[config.mk]
export PLATFORM = sky130hd
export DESIGN_NAME = imem_loader
export DESIGN_NICKNAME = d
export VERILOG_FILES = /design/src/rtl/imem_loader.sv
export SDC_FILE = /design/constraint.sdc
export NUM_CORES = 1
export LEC_CHECK = 0
export CORE_UTILIZATION = 53
export CTS_CLUSTER_DIAMETER = 80
export CTS_CLUSTER_SIZE = 12
export DETAILED_ROUTE_END_ITERATION = 8
export HOLD_SLACK_MARGIN = 0.06
export MAX_ROUTING_LAYER = met4
export PLACE_DENSITY_LB_ADDON = 0.1
export SKIP_LAST_GASP = 1
export SYNTH_ARGS = -nofsm -noshare
export SYNTH_HDL_FRONTEND = slang
export SYNTH_SLANG_ARGS = --single-unit
export TNS_END_PERCENT = 30
[constraint.sdc]
create_clock -name clk -period 4.2 [get_ports clk]
set_input_delay 0.84 -clock clk [delete_from_list [all_inputs] [get_ports clk]]
set_output_delay 0.84 -clock clk [all_outputs]
set_load 0.05 [all_outputs]
[src/rtl/imem_loader.sv]
// imem_loader
//   Downloads a program into the instruction memory before execution.
//   Bytes from the debug UART receiver are packed MSB first into 32-bit
//   words. Each word is written at the next address. Loading stops after
//   the HALT word has been written. It also stops with an error if the
//   memory fills up or the byte stream stalls in the middle of a word.
//   Outside loading, the memory address follows the pipeline PC.
//
// Ports
//   clk         in   clock, posedge
//   rst         in   asynchronous active-high reset
//   load_start  in   1-cycle pulse, (re)start download at address 0
//   rx_data     in   [7:0] received byte
//   rx_valid    in   1-cycle strobe qualifying rx_data
//   pc_addr     in   [31:0] pipeline PC word address
//   imem_wr     out  instruction memory write enable
//   imem_wdata  out  [31:0] word being written
//   imem_addr   out  [31:0] write pointer while loading, else pc_addr
//   loading     out  high in RECV/WRITE (pipeline held)
//   load_done   out  high in DONE
//   load_err    out  high in ERROR
//   word_count  out  [ADDR_W:0] words written in current/last download
module imem_loader #(
  parameter int          DEPTH       = 32,
  parameter int          ADDR_W      = 5,
  parameter logic [31:0] HALT_WORD   = 32'hFFFF_FFFF,
  parameter int          TIMEOUT_CYC = 50000
) (
  input  logic              clk,
  input  logic              rst,
  input  logic              load_start,
  input  logic [7:0]        rx_data,
  input  logic              rx_valid,
  input  logic [31:0]       pc_addr,
  output logic              imem_wr,
  output logic [31:0]       imem_wdata,
  output logic [31:0]       imem_addr,
  output logic              loading,
  output logic              load_done,
  output logic              load_err,
  output logic [ADDR_W:0]   word_count
);

  typedef enum logic [2:0] {
    S_IDLE  = 3'd0,
    S_RECV  = 3'd1,
    S_WRITE = 3'd2,
    S_DONE  = 3'd3,
    S_ERROR = 3'd4
  } state_t;

  localparam int                IDLE_W    = $clog2(TIMEOUT_CYC + 1);
  // Error fires on the edge where the idle count would reach TIMEOUT_CYC.
  localparam logic [IDLE_W-1:0] IDLE_LAST = IDLE_W'(TIMEOUT_CYC - 1);
  localparam logic [IDLE_W-1:0] IDLE_ONE  = IDLE_W'(1);
  localparam logic [ADDR_W-1:0] PTR_LAST  = ADDR_W'(DEPTH - 1);
  localparam logic [ADDR_W-1:0] PTR_ONE   = ADDR_W'(1);
  localparam logic [ADDR_W:0]   CNT_ONE   = (ADDR_W + 1)'(1);

  state_t              state_q, state_d;
  logic [ADDR_W-1:0]   wptr_q, wptr_d;
  logic [1:0]          byte_cnt_q, byte_cnt_d;
  logic [IDLE_W-1:0]   idle_q, idle_d;
  // Only the three most recent bytes are kept; the fourth comes straight
  // from rx_data when the word is completed.
  logic [23:0]         asm_q, asm_d;
  logic [31:0]         wdata_q, wdata_d;
  logic [ADDR_W:0]     count_q, count_d;

  // State and datapath registers
  always_ff @(posedge clk or posedge rst) begin
    if (rst) begin
      state_q    <= S_IDLE;
      wptr_q     <= '0;
      byte_cnt_q <= '0;
      idle_q     <= '0;
      asm_q      <= '0;
      wdata_q    <= '0;
      count_q    <= '0;
    end else begin
      state_q    <= state_d;
      wptr_q     <= wptr_d;
      byte_cnt_q <= byte_cnt_d;
      idle_q     <= idle_d;
      asm_q      <= asm_d;
      wdata_q    <= wdata_d;
      count_q    <= count_d;
    end
  end

  // Next-state logic
  always_comb begin
    state_d = state_q;
    if (load_start) begin
      state_d = S_RECV;
    end else begin
      case (state_q)
        S_RECV: begin
          if (rx_valid && (byte_cnt_q == 2'd3))
            state_d = S_WRITE;
          else if (!rx_valid && (byte_cnt_q != 2'd0) && (idle_q == IDLE_LAST))
            state_d = S_ERROR;
        end
        S_WRITE: begin
          if (wdata_q == HALT_WORD)
            state_d = S_DONE;
          else if (wptr_q == PTR_LAST)
            state_d = S_ERROR;
          else
            state_d = S_RECV;
        end
        default: state_d = state_q;
      endcase
    end
  end

  // Datapath next values
  always_comb begin
    wptr_d     = wptr_q;
    byte_cnt_d = byte_cnt_q;
    idle_d     = idle_q;
    asm_d      = asm_q;
    wdata_d    = wdata_q;
    count_d    = count_q;
    if (load_start) begin
      // A write in progress still happens (imem_wr is decoded from
      // state), but the pointer and count restart from zero.
      wptr_d     = '0;
      byte_cnt_d = '0;
      idle_d     = '0;
      count_d    = '0;
    end else begin
      case (state_q)
        S_RECV: begin
          if (rx_valid) begin
            asm_d      = {asm_q[15:0], rx_data};
            byte_cnt_d = byte_cnt_q + 2'd1;  // wraps to 0 on the 4th byte
            idle_d     = '0;
            if (byte_cnt_q == 2'd3)
              wdata_d = {asm_q, rx_data};
          end else if (byte_cnt_q != 2'd0) begin
            idle_d = idle_q + IDLE_ONE;
          end
        end
        S_WRITE: begin
          wptr_d  = wptr_q + PTR_ONE;
          count_d = count_q + CNT_ONE;
          // A byte arriving during the write starts the next word.
          if (rx_valid && (state_d == S_RECV)) begin
            asm_d      = {asm_q[15:0], rx_data};
            byte_cnt_d = 2'd1;
            idle_d     = '0;
          end
        end
        default: ;
      endcase
    end
  end

  // Outputs
  always_comb begin
    imem_wr    = (state_q == S_WRITE);
    loading    = (state_q == S_RECV) || (state_q == S_WRITE);
    load_done  = (state_q == S_DONE);
    load_err   = (state_q == S_ERROR);
    imem_wdata = wdata_q;
    word_count = count_q;
    imem_addr  = loading ? {{(32 - ADDR_W){1'b0}}, wptr_q} : pc_addr;
  end

endmodule

==> results <==
- The run finished with clean final reports.
- Of the total synthesized cell area, the portion taken by XOR and XNOR cells is 0.0157.
- In this run, placement finished with an instance count of between 500 and 600.
- Adding up every negative setup slack in the final design gives 0 ns.
- The area of the die is between 8000 and 9000 sq um.
- Of the total synthesized cell area, the portion taken by AND, OR, NAND and NOR gates is 0.169.
- The longest clock path from root to sink contains 2 buffers.
- For this design the ratio of total power to cell area is 400 nW/um^2.
- The number of flops mapped to enable cells by yosys is 0.
- At the pin with the least slew margin, the transition time is between 0.7 and 0.8 ns.
- The CTS tree is done.
- In this design, the stage delay of the slowest critical-path cell is 0.70 ns.
- The total design power is roughly 2.4 mW.
- The time the final worst path needs with I/O delays and setup is 3.59 ns.
- Across every metal layer, demand over resource in global routing totals 0.247.
- The floorplan step defined a core boundary enclosing 8180 sq um.
- The number of buffers and inverters on the critical path is 1.
- Summing all multi-input logic gate instances after layout gives around 2100 sq um.
- The number of hold buffers added after cts is 0.
- The vias per cell is 5.49.
- The clock slew seen by the registers of the worst setup and hold paths is about 0.10 ns.
- The share of the synthesized area in compound gates (AO/OA/AOI/OAI) came to 0.0877.
- After global routing the overflow that remains totals 0.
- Clock tree synthesis inserted a total of 9 buffers.
- For this run, design rule violations remaining after detail routing come to 0.
- The clock arrives with around 0.013 ns of skew.
- The root buffer cell chosen for the clock tree is sky130_fd_sc_hd__clkbuf_8.
- The clock sink total is approximately 90.
- After detailed routing, the total wire length is around 9800 um.
- The maximum clock frequency is roughly 0.28 GHz.
- The via count of the first global-routing pass is 3301.
- The initial antenna violation count is 0.
- The HPWL after detailed placement is about 7000 um.
- Setup repair after global routing left no endpoint under its margin.
- Before antenna repair, the detailed router went through 4 iterations.
- The sequential cell area is between 2000 and 2500 sq um.
- The number of pins with negative max-slew slack in the final report was 0.
- Ranked by total cell area, the synthesized netlist is headed by sky130_fd_sc_hd__dfrtp_1, sky130_fd_sc_hd__mux2_2, sky130_fd_sc_hd__mux2_4.
- Setup violations remaining at the end of the flow were counted as 0.
- The min-delay analysis places its worst path in the category reg -> reg.
- The master of the slowest instance on the critical path is sky130_fd_sc_hd__clkdlybuf4s50_1.
- Of the synthesized area, sequential elements account for 0.493.
- The routability congestion estimate from global placement is roughly 0.84.
- The post-CTS setup-driven buffer insertion count is 0.
- Counting flops and latches in the post-synthesis netlist gives slightly below 90.
- The initial utilization of the core area, before any placement, comes to 0.546.
- The layout has ~600 filler cells.
- Relative to the synthesized area, the layout overhead comes to 33.3%.
- The synthesized netlist cell count is between 300 and 400.
- The signal on the critical path passes through xnor2_1, nor2_2, mux2_2, clkdlybuf4s50_1.
- After synthesis, the largest family of logic cells by area is multiplexers.
- Yosys printed 0 warnings.
- The wire length per cell after detailed routing is roughly 16 um.
- Of all nets on the critical path, the largest fanout is 21.
- The instance count on the critical path is 4.
- Counting cells, the worst reg-to-reg path comes to 7.
- The synthesized design spends more area on one cell type than any other, namely sky130_fd_sc_hd__dfrtp_1.
- STA puts the critical path data required time at ~3.4 ns.
- Entering global routing, the biggest net connects 37 pins.
- The first global-routing pass estimated 16300 um of wire.
- The top cell types in the final layout, fill and taps aside, are sky130_fd_sc_hd__clkdlybuf4s50_1, sky130_fd_sc_hd__dfrtp_1, sky130_fd_sc_hd__mux2_2.
- The start-to-end type of the worst setup path is reg -> out.
- The number of routed nets with antenna violations is 0.
- In the synthesized netlist the dominant register cell turns out to be sky130_fd_sc_hd__dfrtp_1.
- The number of gates resized after CTS was 0.
- The number of distinct library cells after synthesis is 55.
- The number of cells on the worst hold path is 1.
- The repair_antennas step left the layout with diodes totalling 0.
- The tool flagged a number of max-cap violations equal to 0.
- The worst setup path is launched from a flop.
- The final route contains between 3000 and 4000 vias.
- The clock tree synthesis step divided the H-tree into 3 levels.
- The most common cell after layout, fill and taps aside is sky130_fd_sc_hd__clkdlybuf4s50_1.
- In this run the static leakage power is 2.54 nW.
- The synthesized-area fraction occupied by adder cells is 0.0168.
- The fraction of synthesized cell area taken by the top area cell type is 0.493.
- The synthesized netlist occupies a cell area of ~4500 sq um.
- The worst register-to-register path ends at asm_q[2].
- The worst hold path begins at asm_q[22].
- STA puts the critical path data arrival time at 2.75 ns.
- The iteration-0 DRC count of the detailed router is about 150.
- Of the available clock period, the critical path in the final layout requires 0.855.
- The count of endpoints failing hold in the final timing report is 0.
- The final instance count without filler cells is 601.
- The mux contribution to synthesized area is 0.184.
- Across all register-to-register paths, the minimum setup slack is around 1.6 ns.
- In this run the critical register-to-register path is launched from state_q[1].
- For the worst-skew pair, the clock arrives at the later sink with an insertion delay of approximately 0.36 ns.
- In the final layout, the share of cells above drive strength 1 is 0.210.
- Synthesis produced a netlist with a net count of about 420.
- The kind of cell with the highest combined delay on the critical path is buffers and inverters.
- Measured against its own limit, the worst slew margin works out to 0.491.
- The average size of a mapped cell is 12.0 sq um.
- The sort of element at the end of the critical path is an output pin.
- The count of input and output buffers is between 100 and 150.
- Row generation in the floorplan step produced 33 rows.
- For this run, the post-layout net count is between 500 and 600.
- Pin placement for this block handled about 120 I/O pins.
- The height of the chip is about 94 um.
- The horizontal die dimension is 93.8 um.
- The worst hold path terminates at imem_wdata[30].
- The maximum resistive drop on vdd is about 0.31 mV.
- The post-synthesis async set-or-reset flop share is 1.00.
==> how the worst max path moves through the flow <==
stage,to,slack (ns),from
2_1_floorplan,asm_q[0],1.08,rst
3_3_place_gp,asm_q[2],0.90,rx_valid
3_5_place_dp,asm_q[2],0.85,rx_valid
4_1_cts,imem_addr[1],0.57,state_q[1]
5_1_grt,imem_addr[19],0.44,state_q[1]
6_report,imem_addr[1],0.61,state_q[1]
==> logic make-up (layout without fill, tap and decap cells) <==
| kind of cell | after synthesis | count (layout) |
|---|---|---|
| and+or+nand+nor | 124 | 124 |
| DFF | 88 | 88 |
| AOI/OAI and AO/OA | 52 | 52 |
| adders and majority gates | 6 | 6 |
| xor gates and xnor gates | 8 | 8 |
| buffers and inverters | 28 | 151 |
| muxes | 67 | 67 |
==> flip-flops by register name, summed over array words and instances (netlist names) <==
signal	cells
asm_q	24
byte_cnt_q	2
idle_q	16
imem_wdata	32
state_q	3
word_count	6
wptr_q	5
==> power by group <==
part	switching [mW]	internal, mW
Sequential	0.105	0.971
Clock	0.336	0.350
Combinational	0.338	0.283
Total	0.780	1.60
==> routing by layer <==
layer | vias up | global-route usage | share of wire
li1 | 1578 | - | -
met1 | 1639 | 0.339 | 0.46
met2 | 74 | 0.372 | 0.49
met3 | 8 | 0.0534 | 0.039
met4 | 0 | 0.0667 | 0.010
met5 | - | - | 0
==> cell type report <==
cell class,instances,area share
Inverter,10,0.00651
Clock inverter,7,0.0185
Clock buffer,9,0.0208
Tap cell,105,0.0221
Sequential cell,88,0.370
Multi-Input combinational cell,257,0.356
Timing Repair Buffer,125,0.207
==> synth_stat cells, types with 2 or more instances <==
master / number
sky130_fd_sc_hd__or4_1: 2
sky130_fd_sc_hd__nand4b_1: 2
sky130_fd_sc_hd__o21ai_0: 5
sky130_fd_sc_hd__nor2b_1: 29
sky130_fd_sc_hd__clkbuf_1: 5
sky130_fd_sc_hd__buf_2: 6
sky130_fd_sc_hd__nand2_1: 18
sky130_fd_sc_hd__nor2_2: 2
sky130_fd_sc_hd__and3_1: 5
sky130_fd_sc_hd__a211oi_1: 2
sky130_fd_sc_hd__nor3_1: 6
sky130_fd_sc_hd__mux2_4: 20
sky130_fd_sc_hd__mux2_2: 41
sky130_fd_sc_hd__a21boi_0: 2
sky130_fd_sc_hd__inv_1: 10
sky130_fd_sc_hd__nand4_1: 15
sky130_fd_sc_hd__o211ai_1: 4
sky130_fd_sc_hd__xor2_1: 5
sky130_fd_sc_hd__a21oi_1: 15
sky130_fd_sc_hd__nor2_1: 19
sky130_fd_sc_hd__nand3_1: 5
sky130_fd_sc_hd__nand2b_1: 2
sky130_fd_sc_hd__o21a_1: 2
sky130_fd_sc_hd__ha_1: 6
sky130_fd_sc_hd__mux2i_1: 6
sky130_fd_sc_hd__or2_2: 3
sky130_fd_sc_hd__xnor2_1: 3
sky130_fd_sc_hd__nor4_4: 2
sky130_fd_sc_hd__and2_1: 2
sky130_fd_sc_hd__o31a_1: 2
sky130_fd_sc_hd__a31oi_1: 8
sky130_fd_sc_hd__nor3b_1: 2
sky130_fd_sc_hd__buf_1: 2
sky130_fd_sc_hd__dfrtp_1: 88
sky130_fd_sc_hd__or3_1: 3
sky130_fd_sc_hd__buf_6: 5
==> metrics by stage <==
stage / util / area [sq um] / hold slack [ns] / worst slack (ns)
floorplan: - / 4470 / 0.465 / 1.08
global placement: 0.700 / 5720 / 0.495 / 0.902
detailed placement: 0.700 / 5720 / 0.500 / 0.848
CTS: 0.728 / 5950 / 0.517 / 0.566
global route: 0.728 / 5950 / 0.542 / 0.442
finish: 0.728 / 5950 / 0.514 / 0.610
No activity file was read; power rests on OpenSTA's default activity.
